<file path="src/rtl/approx_mult_pipe.sv">
// approx_mult_pipe
//   Pipelined approximate unsigned multiplier. Operands are split into high
//   and low halves. The four half-width partial products can each be truncated
//   (low TRUNC bits cleared), selected per quadrant by a run-time mode register.
//   The aligned products are combined by a lower-part-OR adder: the low LOA
//   result bits are a plain OR and no carry leaves them.
//   Three registered stages: S1 holds operands and mode, S2 holds the masked
//   partial products, S3 holds the result. A single stall signal freezes all
//   stages while the output is held.
//
// Ports
//   clk        clock, rising edge
//   rst        asynchronous reset, active high
//   cfg_we     load the mode register from cfg_mode
//   cfg_mode   per-quadrant truncate enable: [0]=LL [1]=LH [2]=HL [3]=HH
//   in_valid   operands a/b valid
//   in_ready   block can accept operands (not stalled)
//   a, b       unsigned operands, WIDTH bits
//   out_valid  result valid
//   out_ready  downstream accepts result
//   r          approximate product, 2*WIDTH bits
//   r_mode     mode register value captured with this transaction
module approx_mult_pipe #(
  parameter int         WIDTH    = 8,
  parameter int         TRUNC    = 2,
  parameter int         LOA      = 6,
  parameter logic [3:0] MODE_RST = 4'b0000
) (
  input  logic                 clk,
  input  logic                 rst,
  input  logic                 cfg_we,
  input  logic [3:0]           cfg_mode,
  input  logic                 in_valid,
  output logic                 in_ready,
  input  logic [WIDTH-1:0]     a,
  input  logic [WIDTH-1:0]     b,
  output logic                 out_valid,
  input  logic                 out_ready,
  output logic [2*WIDTH-1:0]   r,
  output logic [3:0]           r_mode
);

  localparam int H  = WIDTH / 2;
  localparam int W2 = 2 * WIDTH;

  // Mask that clears the low TRUNC bits of a partial product.
  localparam logic [WIDTH-1:0] TMASK = (TRUNC >= WIDTH) ? '0 : ({WIDTH{1'b1}} << TRUNC);
  // Mask selecting the OR-only low part of the result.
  localparam logic [W2-1:0]    LMASK = ~({W2{1'b1}} << LOA);

  logic stall;
  assign stall    = out_valid & ~out_ready;
  assign in_ready = ~stall;

  logic [3:0] mode_reg;

  // S1
  logic             v1;
  logic [WIDTH-1:0] a1, b1;
  logic [3:0]       m1;

  // S2
  logic             v2;
  logic [WIDTH-1:0] ll2, lh2, hl2, hh2;
  logic [3:0]       m2;

  function automatic logic [WIDTH-1:0] pp_mul(input logic [H-1:0] x,
                                              input logic [H-1:0] y,
                                              input logic         trunc);
    logic [WIDTH-1:0] p;
    p = {{H{1'b0}}, x} * {{H{1'b0}}, y};
    return trunc ? (p & TMASK) : p;
  endfunction

  logic [WIDTH-1:0] ll_c, lh_c, hl_c, hh_c;

  always_comb begin
    ll_c = pp_mul(a1[H-1:0],     b1[H-1:0],     m1[0]);
    lh_c = pp_mul(a1[H-1:0],     b1[WIDTH-1:H], m1[1]);
    hl_c = pp_mul(a1[WIDTH-1:H], b1[H-1:0],     m1[2]);
    hh_c = pp_mul(a1[WIDTH-1:H], b1[WIDTH-1:H], m1[3]);
  end

  logic [W2-1:0] t0, t1, t2, t3, hi_sum, r_c;

  // The high sum is formed on pre-shifted terms so carries out of the low
  // LOA bits can never reach it; shifting back truncates to 2*WIDTH bits.
  always_comb begin
    t0     = {{WIDTH{1'b0}}, ll2};
    t1     = {{H{1'b0}}, lh2, {H{1'b0}}};
    t2     = {{H{1'b0}}, hl2, {H{1'b0}}};
    t3     = {hh2, {WIDTH{1'b0}}};
    hi_sum = (t0 >> LOA) + (t1 >> LOA) + (t2 >> LOA) + (t3 >> LOA);
    r_c    = (hi_sum << LOA) | ((t0 | t1 | t2 | t3) & LMASK);
  end

  // Mode register updates independently of the pipe. A transaction accepted
  // on the same edge samples the old value.
  always_ff @(posedge clk or posedge rst) begin
    if (rst) begin
      mode_reg <= MODE_RST;
    end else if (cfg_we) begin
      mode_reg <= cfg_mode;
    end
  end

  // Bubbles advance like valid slots, so data registers load whenever the
  // pipe moves.
  always_ff @(posedge clk or posedge rst) begin
    if (rst) begin
      v1        <= 1'b0;
      a1        <= '0;
      b1        <= '0;
      m1        <= '0;
      v2        <= 1'b0;
      ll2       <= '0;
      lh2       <= '0;
      hl2       <= '0;
      hh2       <= '0;
      m2        <= '0;
      out_valid <= 1'b0;
      r         <= '0;
      r_mode    <= '0;
    end else if (!stall) begin
      v1        <= in_valid;
      a1        <= a;
      b1        <= b;
      m1        <= mode_reg;
      v2        <= v1;
      ll2       <= ll_c;
      lh2       <= lh_c;
      hl2       <= hl_c;
      hh2       <= hh_c;
      m2        <= m1;
      out_valid <= v2;
      r         <= r_c;
      r_mode    <= m2;
    end
  end

endmodule
</file>
<file path="config.mk">
export PLATFORM = sky130hd
export DESIGN_NAME = approx_mult_pipe
export DESIGN_NICKNAME = d
export VERILOG_FILES = /design/src/rtl/approx_mult_pipe.sv
export SDC_FILE = /design/constraint.sdc
export NUM_CORES = 1
export LEC_CHECK = 0
export BUFFER_PORTS_ARGS = -buffer_cell sky130_fd_sc_hd__buf_2
export CORE_MARGIN = 2
export CORE_UTILIZATION = 65
export DETAILED_ROUTE_END_ITERATION = 7
export PLACE_DENSITY = 0.86
export SLEW_MARGIN = 20
export SYNTH_ARGS = -nofsm -noshare
export SYNTH_HDL_FRONTEND = slang
export SYNTH_SLANG_ARGS = --single-unit
</file>
<file path="constraint.sdc">
create_clock -name clk -period 7.9 [get_ports clk]
set_input_delay 1.975 -clock clk [delete_from_list [all_inputs] [get_ports clk]]
set_output_delay 1.975 -clock clk [all_outputs]
set_load 0.05 [all_outputs]
</file>
== Yosys cells after proc, flatten, opt, wreduce, memory -nomap -nowiden ==
Cells that the tools add are included.
Word-level totals
  bits in read-only memories: 0
  memories: 0
  bits in registers: 83
  input bits: 25
  memory bits (writable): 0
  output and inout bits: 22
  word-level logic and storage cells: 32
  bits in latches: 0
Cells by class
  eq/ne operators: 0
  multiplexer cells: 4
  $lt $le $gt $ge: 0
  shift-type cells: 0
  bitwise operators: 7
  $add $sub $neg: 3
  div/mod/pow operators: 0
  reduce and logical (&&, ||, !) cells: 0
  multipliers: 4
Operator list (count)
  $mul 4x4->8: 4
  $or 16x6->16: 1
  $or 6x6->6: 2
  $add 8x10->10: 1
  $add 7x6->8: 1
  $mux 2: 4
  $add 2x6->7: 1
  $or 6x1->6 const B: 1
  $not 1->1: 2
  $and 1x1->1: 1

== Longest topological paths before layout ==
  depth in word-level cells: 4
  mapped depth: 12
  gate-level depth less buffers: 11

== Worst setup path after synthesis ==
OpenSTA, ideal clock, no wires.
  kind: input to output
  start point: input port out_ready
  end point: output port in_ready
  arrival time: 2.896 ns
  data required time: 5.925 ns
  buffers on the path: 2
  path slack: 3.029 ns
  stages: 4
  path through: nor2b_1 > clkbuf_1 > inv_2 > clkbuf_1
On the way
  word-level cells in the longest chain between the ends: 3
RTL lines
  from (decl): line 38  | input logic out_ready,
  $not 1->1: line 52  | assign stall = out_valid & ~out_ready;
  $and 1x1->1: line 52
  $not 1->1: line 53  | assign in_ready = ~stall;
  to (decl): line 34  | output logic in_ready,
Every way passes these cells.

== Worst setup path in the final report ==
Ends and elaborated chain as after synthesis.

==> flow_summary.yaml <==
timing:
  rsz0062_at_grt: "no"
  fin_crit_sh_pct: 56.7
  fin_crit_ns: 4.48
  fmax_mhz: 223
  worst_pin_slew_ns: 0.814
  hold_viol: 0
  slew_headroom_pct: 45.7
  setup_violations: 0
  finalSetupTns_ns: 0
  slew_violations: 0
  finalClockSkew_ns: 0.0114
die:
  die_w_um: 92.5
  start_util_pct: 66.6
  die_h_um: 92.5
  pin_count: 47
  core_area_sq_um: 7650
  rows: 32
  die_area_sq_um: 8560
detailed_routing:
  routedWlPerCell_um: 13.9
  drc: 0
  vias_per_cell: 5.41
  drt_iter0_drc: 186
  wl_mm: 9.61
  vias: 3736
  drtPass1Iterations: 4
  ant_nets: 0
pwr:
  ir_drop_v: 0.000225
  p_leak_nw: 3.06
  p_per_area_nw_per_um2: 389
  total_power_mw: 2.20
clocking:
  cts_tree: "built"
  clockBufferDepth: 2
  clkSlewWorstSetupHoldPaths_ns: 0.08
  htreeDepth: 3
  cts_root_buf: "clkbuf_8"
  insertion_delay_ns: 0.37
  clkSinkCount: 83
  cts_setup_buffers: 0
  cts_buffers: 9
  cts_resized: 0
  hold_buffers: 0
global_routing:
  grtUsageMet3_pct: 3.99
  grt_max_degree: 89
  track_usage_pct: 25.1
  grt_pass1_wl_mm: 16.9
  first_global_vias: 3782
  grt-busiest-layer: "met2"
  antenna_found_initial: 0
  grt_overflow: 0
  use_met2_pct: 40.0
  met1_usage_pct: 34.2
setup_path:
  r2r_slack_ns: 4.76
  path_class: "in2out"
  cp_common_cell: "buf_2"
  reg2regPathDepth: 10
  cp_data_required_time_ns: 5.93
  crit_chain: "buf_2 > nor2b_4 > inv_2 > buf_2"
  r2r-start: "a1[0]$_DFFE_PP0N_"
  reg2reg_to: "lh2[7]$_DFFE_PP0N_"
  crit_fanout: 2
  end_kind: "output pin"
  slowest_stage: "buf_2"
  cp.arrival_ns: 2.51
  critPathLaunchType: "input port"
  max_stage_delay_ns: 0.20
synth:
  synth_most_common_cell: "nand2_1"
  synth_edf_count: 0
  ys_async_sr_fraction_pct: 100
  synth.avg_cell_area_sq_um: 9.38
  yosysUniqueCellTypes: 30
  synth_top_cell_area_share_pct: 40.8
  syn_area_sq_um: 5090
  ys.flop_type: "dfrtp_1"
  synthesis.nets: 645
  yosysSeqAreaShare_pct: 40.8
  synthTopCellsByCount: "nand2_1, dfrtp_1, ha_1, and2_1, o21ai_0"
  synth_cells: 543
  synth-seq-cells: 83
  yosysTopAreaCell: "dfrtp_1"
  synth.area.top_cells: "dfrtp_1, ha_1, nand2_1, fa_1, and2_1"
  ys_warn_count: 0
worst_hold_path:
  hp-start: "r[7]$_DFFE_PP0N_"
  worstHoldPathType: "reg2reg"
  hold_path_end: "r[7]$_DFFE_PP0N_"
  whs_path_depth: 2
final_layout:
  multi_input_area_sq_um: 2870
  largest_reg_flops: 16
  fillCellCount: 539
  drive_gt1_share_pct: 12.9
  layout.nets: 686
  top_register: "r"
  regArea_sq_um: 2080
  area_delta_synth_final_pct: 11.1
  antenna_cells: 0
run_status:
  outcome: "finished, final reports clean"
placement:
  post-dp-hpwl_mm: 6.87
  gp_congestion: 0.876
  numPortBuffers: 46
job:
  maxCapViolCount: 0
-- worst max-delay path: cells and delay by family --
kind                   cells  cell delay [ns]
buffers and inverters      3             0.36
AND/OR/NAND/NOR            1             0.17
-- worst max path at each step --
stage / from / to / slack, ns / depth (start not counted)
global placement: out_ready / in_ready / 3.41 / 4
floorplan: out_ready / in_ready / 3.03 / 4
detailed placement: out_ready / in_ready / 3.42 / 4
finish: out_ready / in_ready / 3.42 / 4
CTS: out_ready / in_ready / 3.42 / 4
global route: out_ready / in_ready / 3.39 / 4
-- area by class of cell --
class                      count  share of cell area [%]
clock inverter                 7                    2.19
inverter                      22                    1.48
sequential                    83                    36.7
tap                          102                    2.26
multi-input combinational    419                    50.6
timing repair buffer          49                    4.53
clock buffer                   9                    2.19
-- routing by layer --
metal / up-vias / wire, um
li1: 1859 / -
met5: - / 0
met4: 0 / 155
met2: 91 / 4630
met3: 16 / 444
met1: 1770 / 4380
-- metrics by stage --
step	instances	hold WS [ns]	utilization [%]	instance area, sq um	setup slack, ns
2_1_floorplan	543	0.430	-	5090	3.03
5_1_grt	691	0.491	74.0	5660	3.39
4_1_cts	691	0.470	73.9	5650	3.42
3_3_place_gp	675	0.445	70.7	5410	3.41
6_report	691	0.466	74.0	5660	3.42
3_5_place_dp	675	0.452	70.7	5410	3.42
-- cells in the final DEF, fill, tap and decap left out, drive strengths merged --
master / synthesis / routed
nand3: 2 / 2
clkbuf: 14 / 9
a31oi: 1 / 1
and2: 44 / 44
buf: 5 / 49
fa: 23 / 23
ha: 54 / 54
nor3: 2 / 2
nand2: 177 / 177
inv: 22 / 23
or3: 1 / 1
nor2b: 1 / 1
a21o: 11 / 11
nand3b: 4 / 4
clkinv: 0 / 3
o21bai: 4 / 4
a211oi: 5 / 5
nand2b: 1 / 1
o21ai: 28 / 28
dfrtp: 83 / 83
or4: 1 / 1
xnor2: 5 / 5
o211ai: 1 / 1
a21oi: 22 / 22
o31ai: 3 / 3
nor2: 8 / 8
a31o: 3 / 3
mux2: 4 / 4
xor2: 14 / 14
bufinv: 0 / 3
-- kinds of logic after synthesis --
kind of cell    count (synthesis)  share of synthesized area, %
flops                          83                          40.8
fa+ha+maj                      77                          22.3
buf+inv                        41                          3.14
mux                             4                         0.884
xor+xnor                       19                          3.27
simple gates                  241                          20.5
compound gates                 78                          9.11
-- where the power goes --
group | internal (mW) | switching [mW] | total [mW]
registers | 0.582 | 0.126 | 0.708
logic | 0.414 | 0.702 | 1.12
clock network | 0.213 | 0.165 | 0.378
No activity file was read; power rests on OpenSTA's default activity.
